===== src/rtl/btn_pulse_conditioner_if.sv =====
// btn_pulse_conditioner_if: raw board buttons in, conditioned pulses and debounced levels out.
interface btn_pulse_conditioner_if;
    logic       BtnU, BtnD, BtnL, BtnR, BtnC;
    logic       BtnU_pulse, BtnD_pulse, BtnL_pulse, BtnR_pulse, BtnC_pulse;
    logic [4:0] btn_state;

    modport master (
        output BtnU, BtnD, BtnL, BtnR, BtnC,
        input  BtnU_pulse, BtnD_pulse, BtnL_pulse, BtnR_pulse, BtnC_pulse, btn_state
    );

    modport slave (
        input  BtnU, BtnD, BtnL, BtnR, BtnC,
        output BtnU_pulse, BtnD_pulse, BtnL_pulse, BtnR_pulse, BtnC_pulse, btn_state
    );
endinterface


===== src/rtl/btn_pulse_conditioner.sv =====
// btn_pulse_conditioner: 2-FF sync, stable-count debounce and press/auto-repeat pulses
// for the five board buttons; bit order everywhere is {U,D,L,R,C}.
module btn_pulse_conditioner #(
    parameter int DEBOUNCE_CYCLES = 488,
    parameter bit REPEAT_EN       = 1'b1,
    parameter int REPEAT_DELAY    = 12207,
    parameter int REPEAT_PERIOD   = 4883,
    parameter int CNT_W           = 16
) (
    input logic                   clk,
    input logic                   Reset,
    btn_pulse_conditioner_if.slave bus
);
    localparam logic [CNT_W-1:0] DB_LAST = CNT_W'(DEBOUNCE_CYCLES - 1);
    localparam logic [CNT_W-1:0] RD_LAST = CNT_W'(REPEAT_DELAY - 1);
    localparam logic [CNT_W-1:0] RP_LAST = CNT_W'(REPEAT_PERIOD - 1);
    localparam logic [CNT_W-1:0] ONE     = CNT_W'(1);

    typedef enum logic [1:0] {IDLE, DELAY, REPEAT} state_t;

    logic [4:0] w_raw;
    logic [4:0] w_deb_v;
    logic [4:0] w_pls_v;

    assign w_raw = {bus.BtnU, bus.BtnD, bus.BtnL, bus.BtnR, bus.BtnC};

    genvar g;
    for (g = 0; g < 5; g++) begin : g_btn
        // C (bit 0) behaves as IDLE/HELD only
        localparam bit REP = REPEAT_EN && (g != 0);

        logic             r_s1, r_s2, r_deb, r_pulse;
        logic [CNT_W-1:0] r_dcnt, r_rcnt;
        state_t           r_st;
        logic             w_deb_nxt, w_pulse;
        logic [CNT_W-1:0] w_dcnt_nxt, w_rcnt_nxt;
        state_t           w_st_nxt;

        always_ff @(posedge clk) begin
            if (Reset) begin
                r_s1    <= 1'b0;
                r_s2    <= 1'b0;
                r_deb   <= 1'b0;
                r_dcnt  <= '0;
                r_st    <= IDLE;
                r_rcnt  <= '0;
                r_pulse <= 1'b0;
            end else begin
                r_s1    <= w_raw[g];
                r_s2    <= r_s1;
                r_deb   <= w_deb_nxt;
                r_dcnt  <= w_dcnt_nxt;
                r_st    <= w_st_nxt;
                r_rcnt  <= w_rcnt_nxt;
                r_pulse <= w_pulse;
            end
        end

        always_comb begin
            w_deb_nxt  = r_deb;
            w_dcnt_nxt = r_dcnt + ONE;
            if (r_s2 == r_deb) begin
                w_dcnt_nxt = '0;
            end else if (r_dcnt == DB_LAST) begin
                w_deb_nxt  = r_s2;
                w_dcnt_nxt = '0;
            end
        end

        // The press pulse keys off the debouncer's next level so it lands on the acceptance edge
        always_comb begin
            w_st_nxt   = r_st;
            w_rcnt_nxt = r_rcnt;
            w_pulse    = 1'b0;
            if (!r_deb && w_deb_nxt) begin
                w_pulse    = 1'b1;
                w_rcnt_nxt = '0;
                w_st_nxt   = DELAY;
            end else if (!r_deb) begin
                w_rcnt_nxt = '0;
                w_st_nxt   = IDLE;
            end else if (r_st == DELAY && REP) begin
                w_pulse    = r_rcnt == RD_LAST;
                w_rcnt_nxt = w_pulse ? '0 : r_rcnt + ONE;
                w_st_nxt   = w_pulse ? REPEAT : DELAY;
            end else if (r_st == REPEAT) begin
                w_pulse    = r_rcnt == RP_LAST;
                w_rcnt_nxt = w_pulse ? '0 : r_rcnt + ONE;
            end
        end

        assign w_deb_v[g] = r_deb;
        assign w_pls_v[g] = r_pulse;
    end

    assign bus.btn_state  = w_deb_v;
    assign bus.BtnU_pulse = w_pls_v[4];
    assign bus.BtnD_pulse = w_pls_v[3];
    assign bus.BtnL_pulse = w_pls_v[2];
    assign bus.BtnR_pulse = w_pls_v[1];
    assign bus.BtnC_pulse = w_pls_v[0];
endmodule


===== src/flat_wrapper.sv =====
// flat-port wrapper written by rule: the top's interface ports become plain ports
module btn_pulse_conditioner_flat 
#(
    parameter int DEBOUNCE_CYCLES = 488,
    parameter bit REPEAT_EN       = 1'b1,
    parameter int REPEAT_DELAY    = 12207,
    parameter int REPEAT_PERIOD   = 4883,
    parameter int CNT_W           = 16
)
  (clk, Reset, bus_BtnU, bus_BtnD, bus_BtnL, bus_BtnR, bus_BtnC, bus_BtnU_pulse, bus_BtnD_pulse, bus_BtnL_pulse, bus_BtnR_pulse, bus_BtnC_pulse, bus_btn_state);
  btn_pulse_conditioner_if bus_i ();
  input logic clk;
  input logic Reset;
  input wire logic [$bits(bus_i.BtnU)-1:0] bus_BtnU;
  input wire logic [$bits(bus_i.BtnD)-1:0] bus_BtnD;
  input wire logic [$bits(bus_i.BtnL)-1:0] bus_BtnL;
  input wire logic [$bits(bus_i.BtnR)-1:0] bus_BtnR;
  input wire logic [$bits(bus_i.BtnC)-1:0] bus_BtnC;
  output wire logic [$bits(bus_i.BtnU_pulse)-1:0] bus_BtnU_pulse;
  output wire logic [$bits(bus_i.BtnD_pulse)-1:0] bus_BtnD_pulse;
  output wire logic [$bits(bus_i.BtnL_pulse)-1:0] bus_BtnL_pulse;
  output wire logic [$bits(bus_i.BtnR_pulse)-1:0] bus_BtnR_pulse;
  output wire logic [$bits(bus_i.BtnC_pulse)-1:0] bus_BtnC_pulse;
  output wire logic [$bits(bus_i.btn_state)-1:0] bus_btn_state;
  assign bus_i.BtnU = bus_BtnU;
  assign bus_i.BtnD = bus_BtnD;
  assign bus_i.BtnL = bus_BtnL;
  assign bus_i.BtnR = bus_BtnR;
  assign bus_i.BtnC = bus_BtnC;
  assign bus_BtnU_pulse = bus_i.BtnU_pulse;
  assign bus_BtnD_pulse = bus_i.BtnD_pulse;
  assign bus_BtnL_pulse = bus_i.BtnL_pulse;
  assign bus_BtnR_pulse = bus_i.BtnR_pulse;
  assign bus_BtnC_pulse = bus_i.BtnC_pulse;
  assign bus_btn_state = bus_i.btn_state;
  btn_pulse_conditioner #(.DEBOUNCE_CYCLES(DEBOUNCE_CYCLES), .REPEAT_EN(REPEAT_EN), .REPEAT_DELAY(REPEAT_DELAY), .REPEAT_PERIOD(REPEAT_PERIOD), .CNT_W(CNT_W)) u_core (.clk(clk), .Reset(Reset), .bus(bus_i));
endmodule

===== config.mk =====
export PLATFORM = sky130hd
export DESIGN_NAME = btn_pulse_conditioner_flat
export DESIGN_NICKNAME = d
export VERILOG_FILES = /design/src/rtl/btn_pulse_conditioner_if.sv /design/src/rtl/btn_pulse_conditioner.sv /design/src/flat_wrapper.sv
export SDC_FILE = /design/constraint.sdc
export NUM_CORES = 1
export LEC_CHECK = 0
export CORE_MARGIN = 4
export CORE_UTILIZATION = 60
export CTS_CLUSTER_DIAMETER = 40
export CTS_CLUSTER_SIZE = 8
export DETAILED_ROUTE_END_ITERATION = 16
export MAX_ROUTING_LAYER = met4
export PLACE_DENSITY = 0.79
export SYNTH_ARGS = -nofsm -noshare
export SYNTH_HDL_FRONTEND = slang
export SYNTH_SLANG_ARGS = --single-unit

===== constraint.sdc =====
create_clock -name clk -period 4 [get_ports clk]
set_clock_uncertainty 0.05 [all_clocks]
set_input_delay 0.8 -clock clk [delete_from_list [all_inputs] [get_ports clk]]
set_output_delay 0.8 -clock clk [all_outputs]
set_load 0.01 [all_outputs]

==> results.yml, run 1 <==
outcome:
  status: "finished, final reports clean"
sta:
  fin_crit_sh: 0.636
  timing.fmax_ghz: 0.393
  setup_viol: 0
  finalHoldViolCount: 0
  slew_violations: 0
  rsz0062_at_grt: "false"
  layout_min_cycle_time_ps: 2550
  worstMarginPinSlew_ps: 937
  tns_ps: 0
  slew_headroom: 0.374
  layout_setup_ws_ps: 1450
clock_tree:
  holdBufCountCts: 0
  cts_tree: "yes"
  cts-root-buf: "clkbuf_16"
  clkTransAtPathRegs_ps: 60
  htree_levels: 4
  cts.sinks: 172
  cts_buffer_depth: 2
  cts_resized: 0
  cts_made_buffers: 17
  cts_setup_buffers: 0
  insertion_delay_ps: 430
placement:
  pre_cts_ws_ps: 1140
  hpwl_um: 9230
  dpl_cell_area_sq_mm: 0.00798
  gp_congestion: 0.823
  io_buffers: 16
final_layout:
  diodes: 0
  final_area_sq_mm: 0.00854
  fill_cells: 1032
  drive_gt1_frac: 0.0493
  synthToLayoutAreaGrowth_pct: 10.3
  nets: 928
worst_setup_path:
  critPathLaunch: "u_core.g_btn[2].r_rcnt[2]"
  reg2reg_depth: 5
  crit_path_max_fanout: 12
  critPathLaunchType: "flop"
  critPathMaxStageDelay_ps: 790
  worstSetupPathType: "flop to flop"
  reg2reg_from: "u_core.g_btn[2].r_rcnt[2]"
  slowest_stage: "o21bai_1"
  worstPathRequired_ps: 4220
  crit_path_end_kind: "flop"
  arrival_ps: 2760
  worstPathCellList: "nand3_2 > nor4_1 > o21ai_2 > o21bai_1 > nor2_1"
synthesis:
  syn_area_sq_mm: 0.00775
  synthMuxAreaShare: 0.00388
  synthFlopType: "dfxtp_1"
  syn_avg_cell_area_sq_um: 8.70
  synth_top_family_by_area: "simple AND/OR/NAND/NOR gates"
  synth_largest_area_cell: "dfxtp_1"
  synth_edf_count: 0
  synth_top_area_share: 0.444
  async_flop_share: 0
  synth_xor_area_frac: 0.139
  synth_warnings: 0
  ys_types: 50
  synthAdderAreaFrac: 0.0339
  synth_simple_gate_area_frac: 0.307
  syn-num-nets: 919
  ys_seq_area_frac: 0.444
  synth_compound_area_frac: 0.0394
  syn-instance-count: 891
  synthTopCellsByArea: "dfxtp_1, xor2_1, nor2_1, xnor2_1, nand2_1"
  ys_seq_elements: 172
global_route:
  overflow: 0
  grtUsageMet1: 0.242
  grtUsageMet2: 0.336
  grt_pass1_wl_um: 24100
  grt_busiest_layer: "met2"
  grt_pass1_vias: 5491
  grt_use_total: 0.204
  grt_max_degree: 20
  antenna_found_initial: 0
  grt_use_met3: 0.0580
routing:
  drc: 0
  drt_first_iter_violations: 374
  vias: 5778
  wl_per_cell_um: 12.5
  firstDrtPassIters: 4
  vias_per_cell: 5.33
  ant_nets: 0
  routed_wl_um: 13600
min_path:
  hold_start: "u_core.g_btn[1].r_s1"
  min_path_type: "flop to flop"
  hold_path_depth: 1
floorplan:
  io_pins: 17
  die_h_um: 122
  start_util: 0.614
  die-width_um: 122
  rows: 41
  coreArea_sq_mm: 0.0126
  dieArea_sq_mm: 0.0148
power_and_ir_drop:
  p_leak_nw: 2.69
  ir_worst_vdd_mv: 0.302
  p_per_area_mw_per_mm2: 386
job:
  cap_violations: 0
==> registers in the layout, summed over array words and instances (netlist names) <==
signal / flops
u_core.g_btn.r_dcnt: 80
u_core.g_btn.r_rcnt: 64
u_core.g_btn.r_st: 8
u_core.g_btn.r_deb: 5
u_core.g_btn.r_s1: 5
u_core.g_btn.r_s2: 5
u_core.bus.BtnC_pulse: 1
u_core.bus.BtnD_pulse: 1
u_core.bus.BtnL_pulse: 1
u_core.bus.BtnR_pulse: 1
u_core.bus.BtnU_pulse: 1
==> cell families after synthesis <==
logic type | after synthesis
buffers and inverters | 54
flip-flops | 172
multiplexers | 3
AO/OA/AOI/OAI | 51
XOR/XNOR | 123
adder cells (fa/ha/maj) | 21
AND/OR/NAND/NOR | 467
==> final timing paths <==
kind / end / slack (ps)
max: u_core.g_btn[2].r_rcnt[6] / 1450
min: u_core.g_btn[1].r_s2 / 390
max reg2reg: u_core.g_btn[2].r_rcnt[6] / 1450
min reg2reg: u_core.g_btn[1].r_s2 / 390
==> Yosys cell counts (7+ instances only) <==
library cell  number
dfxtp_1          172
nor2_1           161
xor2_1            73
nand2_1           72
nand3_1           51
xnor2_1           50
a21oi_1           28
nand4_1           27
inv_1             26
nor3_1            23
ha_1              21
and3_1            19
and4_1            16
nand2b_1          16
nor2b_1           15
nor4_1            14
or3_1             11
buf_4              8
clkbuf_1           8
buf_2              7
==> metrics by stage <==
step	power [mW]	util	hold slack, ps	instances
4_1_cts	3.33	0.677	391	1085
6_report	3.30	0.677	385	1085
3_5_place_dp	1.79	0.633	376	1053
2_1_floorplan	1.78	-	363	891
3_3_place_gp	1.79	0.633	366	1053
5_1_grt	3.41	0.677	412	1085
==> metal layers <==
layer  part of all wire  vias up
met5                  0        -
met4              0.014        0
met3              0.030       19
met2               0.47       66
met1               0.48     2650
li1                   -     3043
==> worst max-delay path, delay by kind of cell (launching register included) <==
family	cells	cell delay, ps
flops	1	490
compound gates	2	1000
simple gates	3	850
==> final cells by class <==
type	instances	area, sq um	share of cell area
Multi-Input combinational cell	665	4050	0.474
Inverter	26	97.6	0.0114
Clock inverter	14	120	0.0141
Sequential cell	172	3440	0.403
Tap cell	172	215	0.0252
Clock buffer	18	439	0.0514
Timing Repair Buffer	18	175	0.0205
==> cell usage in the layout, fill, tap and decap left out, types with 4 or more instances in the layout <==
cell             netlist  routed
ha_1                  21      21
nor4b_1                6       6
xnor2_1               50      50
nand4b_1               4       4
o211ai_1               5       5
nor2b_1               15      15
nand3_1               51      51
and3_1                19      19
nand3b_1               6       6
xor2_1                73      73
nor4_1                14      14
or4_1                  6       6
a21oi_1               28      28
nand2_1               72      72
nand2b_1              16      16
dfxtp_1              172     172
or3_1                 11      11
or4b_1                 5       5
nor2_1               161     161
clkdlybuf4s50_1        0      16
clkinv_2               0       5
nor3_1                23      23
clkinvlp_4             0       4
nand4_1               27      27
a31oi_1                4       4
clkbuf_16              0      17
inv_1                 26      26
and4_1                16      16
==> power breakdown <==
part / internal [mW] / switching [mW] / leakage, nW / total [mW]
sequential: 1.72 / 0.00356 / 1.39 / 1.72
clock: 0.872 / 0.682 / 0.268 / 1.55
combinational: 0.0121 / 0.0143 / 1.03 / 0.0264
total: 2.60 / 0.699 / 2.69 / 3.30
Power figures use the tool's default switching activity.
==> inputs of run 2 (changes only) <==
==> constraint.sdc (replaced) <==
create_clock -name clk -period 2.4 [get_ports clk]
set_clock_uncertainty 0.05 [all_clocks]
set_input_delay 0.48 -clock clk [delete_from_list [all_inputs] [get_ports clk]]
set_output_delay 0.48 -clock clk [all_outputs]
set_load 0.01 [all_outputs]
==> run 2 against run 1 <==
Final area is 1.5% higher. Setup slack worse by 1200 ps. Clock-buffer cell count unchanged. Core utilization is 1.0 points higher. Non-clock buffer count up 7. Largest cell class unchanged. Die area stayed put. First-iteration DRC count decreased by 0.80%. Sequential cell count did not move. Final cell count up 0.65%. Critical path depth is 2 higher. Global-route usage is 0.14 points higher. Highest routed layer unchanged.
==> results.yml, run 2 (synthesis gave the netlist of run 1 again) <==
placement:
  io_buffers: 16
  pre_cts_ws_ps: 251
  gp_congestion: 0.845
  dpl_cell_area_sq_mm: 0.00805
  dp_cells: 1060
  hpwl_um: 8940
floorplan:
  coreArea_sq_mm: 0.0126
  die_h_um: 122
  start_util: 0.614
  io_pins: 17
  rows: 41
  die-width_um: 122
  dieArea_sq_mm: 0.0148
sta:
  setup_viol: 0
  finalHoldViolCount: 0
  worstMarginPinSlew_ps: 658
  tns_ps: 0
  layout_setup_ws_ps: 224
  rsz0062_at_grt: "false"
  layout_min_cycle_time_ps: 2180
  slew_headroom: 0.557
  fin_crit_sh: 0.907
  timing.fmax_ghz: 0.460
  slew_violations: 0
worst_setup_path:
  crit_path_end_kind: "flop"
  worstPathRequired_ps: 2710
  worstSetupPathType: "flop to flop"
  critPathLaunchType: "flop"
  crit_path_max_fanout: 7
  arrival_ps: 2490
  reg2reg_depth: 7
  critPathMaxStageDelay_ps: 580
  slowest_stage: "nor4_1"
  worstPathCellList: "inv_1 > ha_1 > nand4_1 > nor4_1 > o21ai_2 > or3_1 > a21oi_1"
clock_tree:
  holdBufCountCts: 0
  clkTransAtPathRegs_ps: 60
  cts_resized: 0
  insertion_delay_ps: 430
  cts_tree: "yes"
  htree_levels: 4
  cts.sinks: 172
  cts_setup_buffers: 0
  cts-root-buf: "clkbuf_16"
  cts_buffer_depth: 2
  cts_made_buffers: 17
outcome:
  status: "finished, final reports clean"
final_layout:
  synthToLayoutAreaGrowth_pct: 11.9
  final_common_cell: "dfxtp_1"
  drive_gt1_frac: 0.0565
  fill_cells: 1040
  reg.largest.list: "u_core.g_btn.r_dcnt x80, u_core.g_btn.r_rcnt x64, u_core.g_btn.r_st x8"
  diodes: 0
  final_cell_mix: "dfxtp_1, nor2_1, xor2_1"
  nets: 935
  layout.cells.non_filler: 1092
  largest_register_ffs: 80
  regMostFlops: "u_core.g_btn.r_dcnt"
  post-route-util: 0.687
  final_area_sq_mm: 0.00867
routing:
  drc: 0
  firstDrtPassIters: 5
  wl_per_cell_um: 12.3
  vias: 5846
  ant_nets: 0
  vias_per_cell: 5.35
  drt_first_iter_violations: 371
  routed_wl_um: 13500
job:
  cap_violations: 0
min_path:
  hold_path_depth: 1
  min_path_type: "flop to flop"
global_route:
  grt_pass1_vias: 5494
  grt_use_total: 0.205
  grt_max_degree: 34
  grt_pass1_wl_um: 24200
  overflow: 0
  antenna_found_initial: 0
power_and_ir_drop:
  ir_worst_vdd_mv: 0.634
  p_per_area_mw_per_mm2: 668
  p_leak_nw: 2.75
run 2: worst paths after layout:
kind / endpoint / startpoint / slack, ps
max: u_core.bus.BtnL_pulse / u_core.g_btn[2].r_st[1] / 220
min: u_core.g_btn[0].r_s2 / u_core.g_btn[0].r_s1 / 390
max reg2reg: u_core.bus.BtnL_pulse / u_core.g_btn[2].r_st[1] / 220
min reg2reg: u_core.g_btn[0].r_s2 / u_core.g_btn[0].r_s1 / 390
run 2: area by class of cell:
cell class                 instances  area (sq um)  share of cell area
clock inverter                    14           191              0.0221
sequential                       172          3440               0.397
multi-input combinational        665          4060               0.468
timing repair buffer              25           240              0.0277
inverter                          26          97.6              0.0113
tap                              172           215              0.0248
clock buffer                      18           429              0.0495
run 2: stage by stage:
| stage | hold WS, ps | power, mW |
|---|---|---|
| final | 390 | 5.79 |
| after global routing | 417 | 5.98 |
| after CTS | 397 | 5.85 |
| after detailed placement | 379 | 2.98 |
| after global placement | 368 | 2.98 |
| after floorplan | 363 | 2.96 |
run 2: routing by layer:
layer | vias to the layer above | GRT usage | share of wire | wire length [um]
met4 | 0 | 0.0854 | 0.023 | 314
met1 | 2686 | 0.257 | 0.49 | 6540
met2 | 87 | 0.318 | 0.46 | 6210
met3 | 24 | 0.0497 | 0.029 | 394
li1 | 3049 | - | - | -
met5 | - | - | 0 | 0
run 2: power by group:
group | internal, mW | total (mW) | leakage (nW) | switching, mW
registers | 2.86 | 2.87 | 1.39 | 0.00584
clock network | 1.74 | 2.88 | 0.293 | 1.13
logic | 0.0214 | 0.0455 | 1.07 | 0.0241
run 2: critical path, delay by kind of cell (launching register included):
| kind | cells | cell delay (ps) |
|---|---|---|
| AND/OR/NAND/NOR | 3 | 1090 |
| buffers and inverters | 1 | 50 |
| adder cells (fa/ha/maj) | 1 | 220 |
| AO/OA/AOI/OAI | 2 | 380 |
| flip-flops | 1 | 320 |
==> inputs of run 3 (changes only) <==
--- a/config.mk
+++ b/config.mk
@@ -10,7 +10,7 @@
 export CTS_CLUSTER_DIAMETER = 40
 export CTS_CLUSTER_SIZE = 8
 export DETAILED_ROUTE_END_ITERATION = 16
-export MAX_ROUTING_LAYER = met4
+export GPL_ROUTABILITY_DRIVEN = 1
 export PLACE_DENSITY = 0.79
 export SYNTH_ARGS = -nofsm -noshare
 export SYNTH_HDL_FRONTEND = slang
==> constraint.sdc (replaced) <==
create_clock -name clk -period 2.2 [get_ports clk]
set_clock_uncertainty 0.05 [all_clocks]
set_input_delay 0.44 -clock clk [delete_from_list [all_inputs] [get_ports clk]]
set_output_delay 0.44 -clock clk [all_outputs]
set_load 0.01 [all_outputs]
==> run 3 against run 2 <==
Setup slack lost 39 ps. Routed wire length is 0.90% higher. Sequential power up 9.1%. First-iteration DRC count increased by 7.8%. Clock-buffer cell count up 4. Largest cell class unchanged. Critical path type unchanged. Core utilization increased by 0.85 points. Critical path depth grew 1. Worst hold slack got worse by 6.0 ps. Global-route usage down 0.42 points. Critical endpoint is now u_core.g_btn[3].r_rcnt[4].
==> results.yml, run 3 (synthesis gave the netlist of run 1 again) <==
outcome:
  status: "finished, final reports clean"
clock_tree:
  cts_made_buffers: 17
  cts-root-buf: "clkbuf_16"
  cts_setup_buffers: 0
  cts.sinks: 172
  clkTransAtPathRegs_ps: 60
  htree_levels: 4
  cts_buffer_depth: 2
  holdBufCountCts: 0
  insertion_delay_ps: 420
  cts_tree: "yes"
final_layout:
  largest_register_ffs: 80
  drive_gt1_frac: 0.0736
  reg.largest.list: "u_core.g_btn.r_dcnt x80, u_core.g_btn.r_rcnt x64, u_core.g_btn.r_st x8"
  post-route-util: 0.696
  final_common_cell: "dfxtp_1"
  regMostFlops: "u_core.g_btn.r_dcnt"
  final_cell_mix: "dfxtp_1, nor2_1, xor2_1"
  fill_cells: 1022
  nets: 952
  synthToLayoutAreaGrowth_pct: 13.3
  diodes: 0
global_route:
  grt_pass1_vias: 5702
  grt_max_degree: 34
  grt_use_total: 0.201
  overflow: 0
  grt_pass1_wl_um: 24500
  antenna_found_initial: 0
power_and_ir_drop:
  power.share.clock: 0.477
  switching_share: 0.198
  power.internal_mw: 4.88
  combPwrFrac: 0.008
  seqPwrFrac: 0.515
  p_leak_nw: 2.83
  p_per_area_mw_per_mm2: 693
  p_sw_mw: 1.21
  ir_worst_vdd_mv: 0.589
placement:
  hpwl_um: 9060
  gp_congestion: 0.832
  io_buffers: 16
  pre_cts_ws_ps: 67.0
worst_setup_path:
  critPathLaunchType: "flop"
  endpoint: "u_core.g_btn[3].r_rcnt[4]"
  r2r_setup_slack_ps: 190
  crit_path_max_fanout: 6
  timing.rr.end: "u_core.g_btn[3].r_rcnt[4]"
  critPathLaunch: "u_core.g_btn[3].r_st[1]"
  reg2reg_from: "u_core.g_btn[3].r_st[1]"
  reg2reg_depth: 8
  crit_path_end_kind: "flop"
  worstSetupPathType: "flop to flop"
  arrival_ps: 2280
  worstPathRequired_ps: 2470
routing:
  vias_per_cell: 5.33
  drc: 0
  firstDrtPassIters: 5
  ant_nets: 0
  routed_wl_um: 13600
  drt_first_iter_violations: 400
  vias: 5908
  wl_per_cell_um: 12.2
sta:
  finalHoldViolCount: 0
  slew_violations: 0
  slew_headroom: 0.633
  tns_ps: 0
  rsz0062_at_grt: "false"
  setup_viol: 0
  layout_min_cycle_time_ps: 2010
  fin_crit_sh: 0.916
  timing.fmax_ghz: 0.496
  worstMarginPinSlew_ps: 550
  layout_setup_ws_ps: 186
floorplan:
  coreArea_sq_mm: 0.0126
  die-width_um: 122
  dieArea_sq_mm: 0.0148
  start_util: 0.614
  rows: 41
  io_pins: 17
  die_h_um: 122
job:
  cap_violations: 0
min_path:
  min_path_type: "flop to flop"
run 3: cell count changes in the layout (fill, tap and decap cells not counted), sizes merged:
cell,change
clkinvlp,-2
inv,-3
buf,+17
clkinv,+3
bufinv,-2
clkbuf,+4
run 3: cell type report:
| type | count | area [sq um] | area share |
|---|---|---|---|
| Clock buffer | 22 | 464 | 0.0529 |
| Clock inverter | 10 | 116 | 0.0132 |
| Inverter | 26 | 97.6 | 0.0111 |
| Multi-Input combinational cell | 665 | 4070 | 0.463 |
| Sequential cell | 172 | 3440 | 0.392 |
| Tap cell | 172 | 215 | 0.0245 |
| Timing Repair Buffer | 42 | 380 | 0.0433 |
run 3: routing by layer:
| layer | share of wire | vias to the layer above | track usage |
|---|---|---|---|
| met5 | 0 | - | 0 |
| met4 | 0.021 | 0 | 0.0840 |
| met3 | 0.031 | 27 | 0.0469 |
| met2 | 0.47 | 74 | 0.332 |
| met1 | 0.47 | 2719 | 0.253 |
| li1 | - | 3088 | - |
run 3: power groups by stage:
stage / sequential (mW) / clock, mW / combinational, mW
6_report: 3.13 / 2.90 / 0.0511
5_1_grt: 3.13 / 3.11 / 0.0565
4_1_cts: 3.13 / 2.97 / 0.0519
3_5_place_dp: 3.20 / 0 / 0.0514
3_3_place_gp: 3.20 / 0 / 0.0510
2_1_floorplan: 3.20 / 0 / 0.0303
run 3: worst min path at each step:
| stage | startpoint | endpoint | slack, ps | depth (start not counted) |
|---|---|---|---|---|
| 6_report | u_core.g_btn[1].r_s1 | u_core.g_btn[1].r_s2 | 380 | 1 |
| 5_1_grt | u_core.g_btn[1].r_dcnt[0] | u_core.g_btn[1].r_dcnt[0] | 400 | 1 |
| 4_1_cts | u_core.g_btn[1].r_s1 | u_core.g_btn[1].r_s2 | 390 | 1 |
| 3_5_place_dp | u_core.g_btn[1].r_s1 | u_core.g_btn[1].r_s2 | 370 | 1 |
| 3_3_place_gp | u_core.g_btn[3].r_s1 | u_core.g_btn[3].r_s2 | 370 | 1 |
| 2_1_floorplan | u_core.g_btn[1].r_dcnt[0] | u_core.g_btn[1].r_dcnt[0] | 360 | 1 |
run 3: metrics by stage:
step	instances	power [mW]	area, sq um	hold WS (ps)
after floorplan	891	3.23	7750	363
after global placement	1077	3.25	8190	365
after detailed placement	1077	3.25	8190	370
after CTS	1109	6.15	8770	385
after global routing	1109	6.30	8780	404
final	1109	6.09	8780	384
run 3: what timing repair did:
action / 4_1_cts / 5_1_grt
resized for setup: 0 / 3
hold endpoints to repair: 0 / 0
endpoints found under the setup margin: 0 / 38
run 3: critical path, cell delays in order, from the launching register on:
cell and delay [ps]:
dfxtp_1 350, inv_1 50, ha_1 210, or4b_1 560
nor3_2 170, o21ai_1 120, buf_4 170, o211ai_1 150
a21oi_1 80
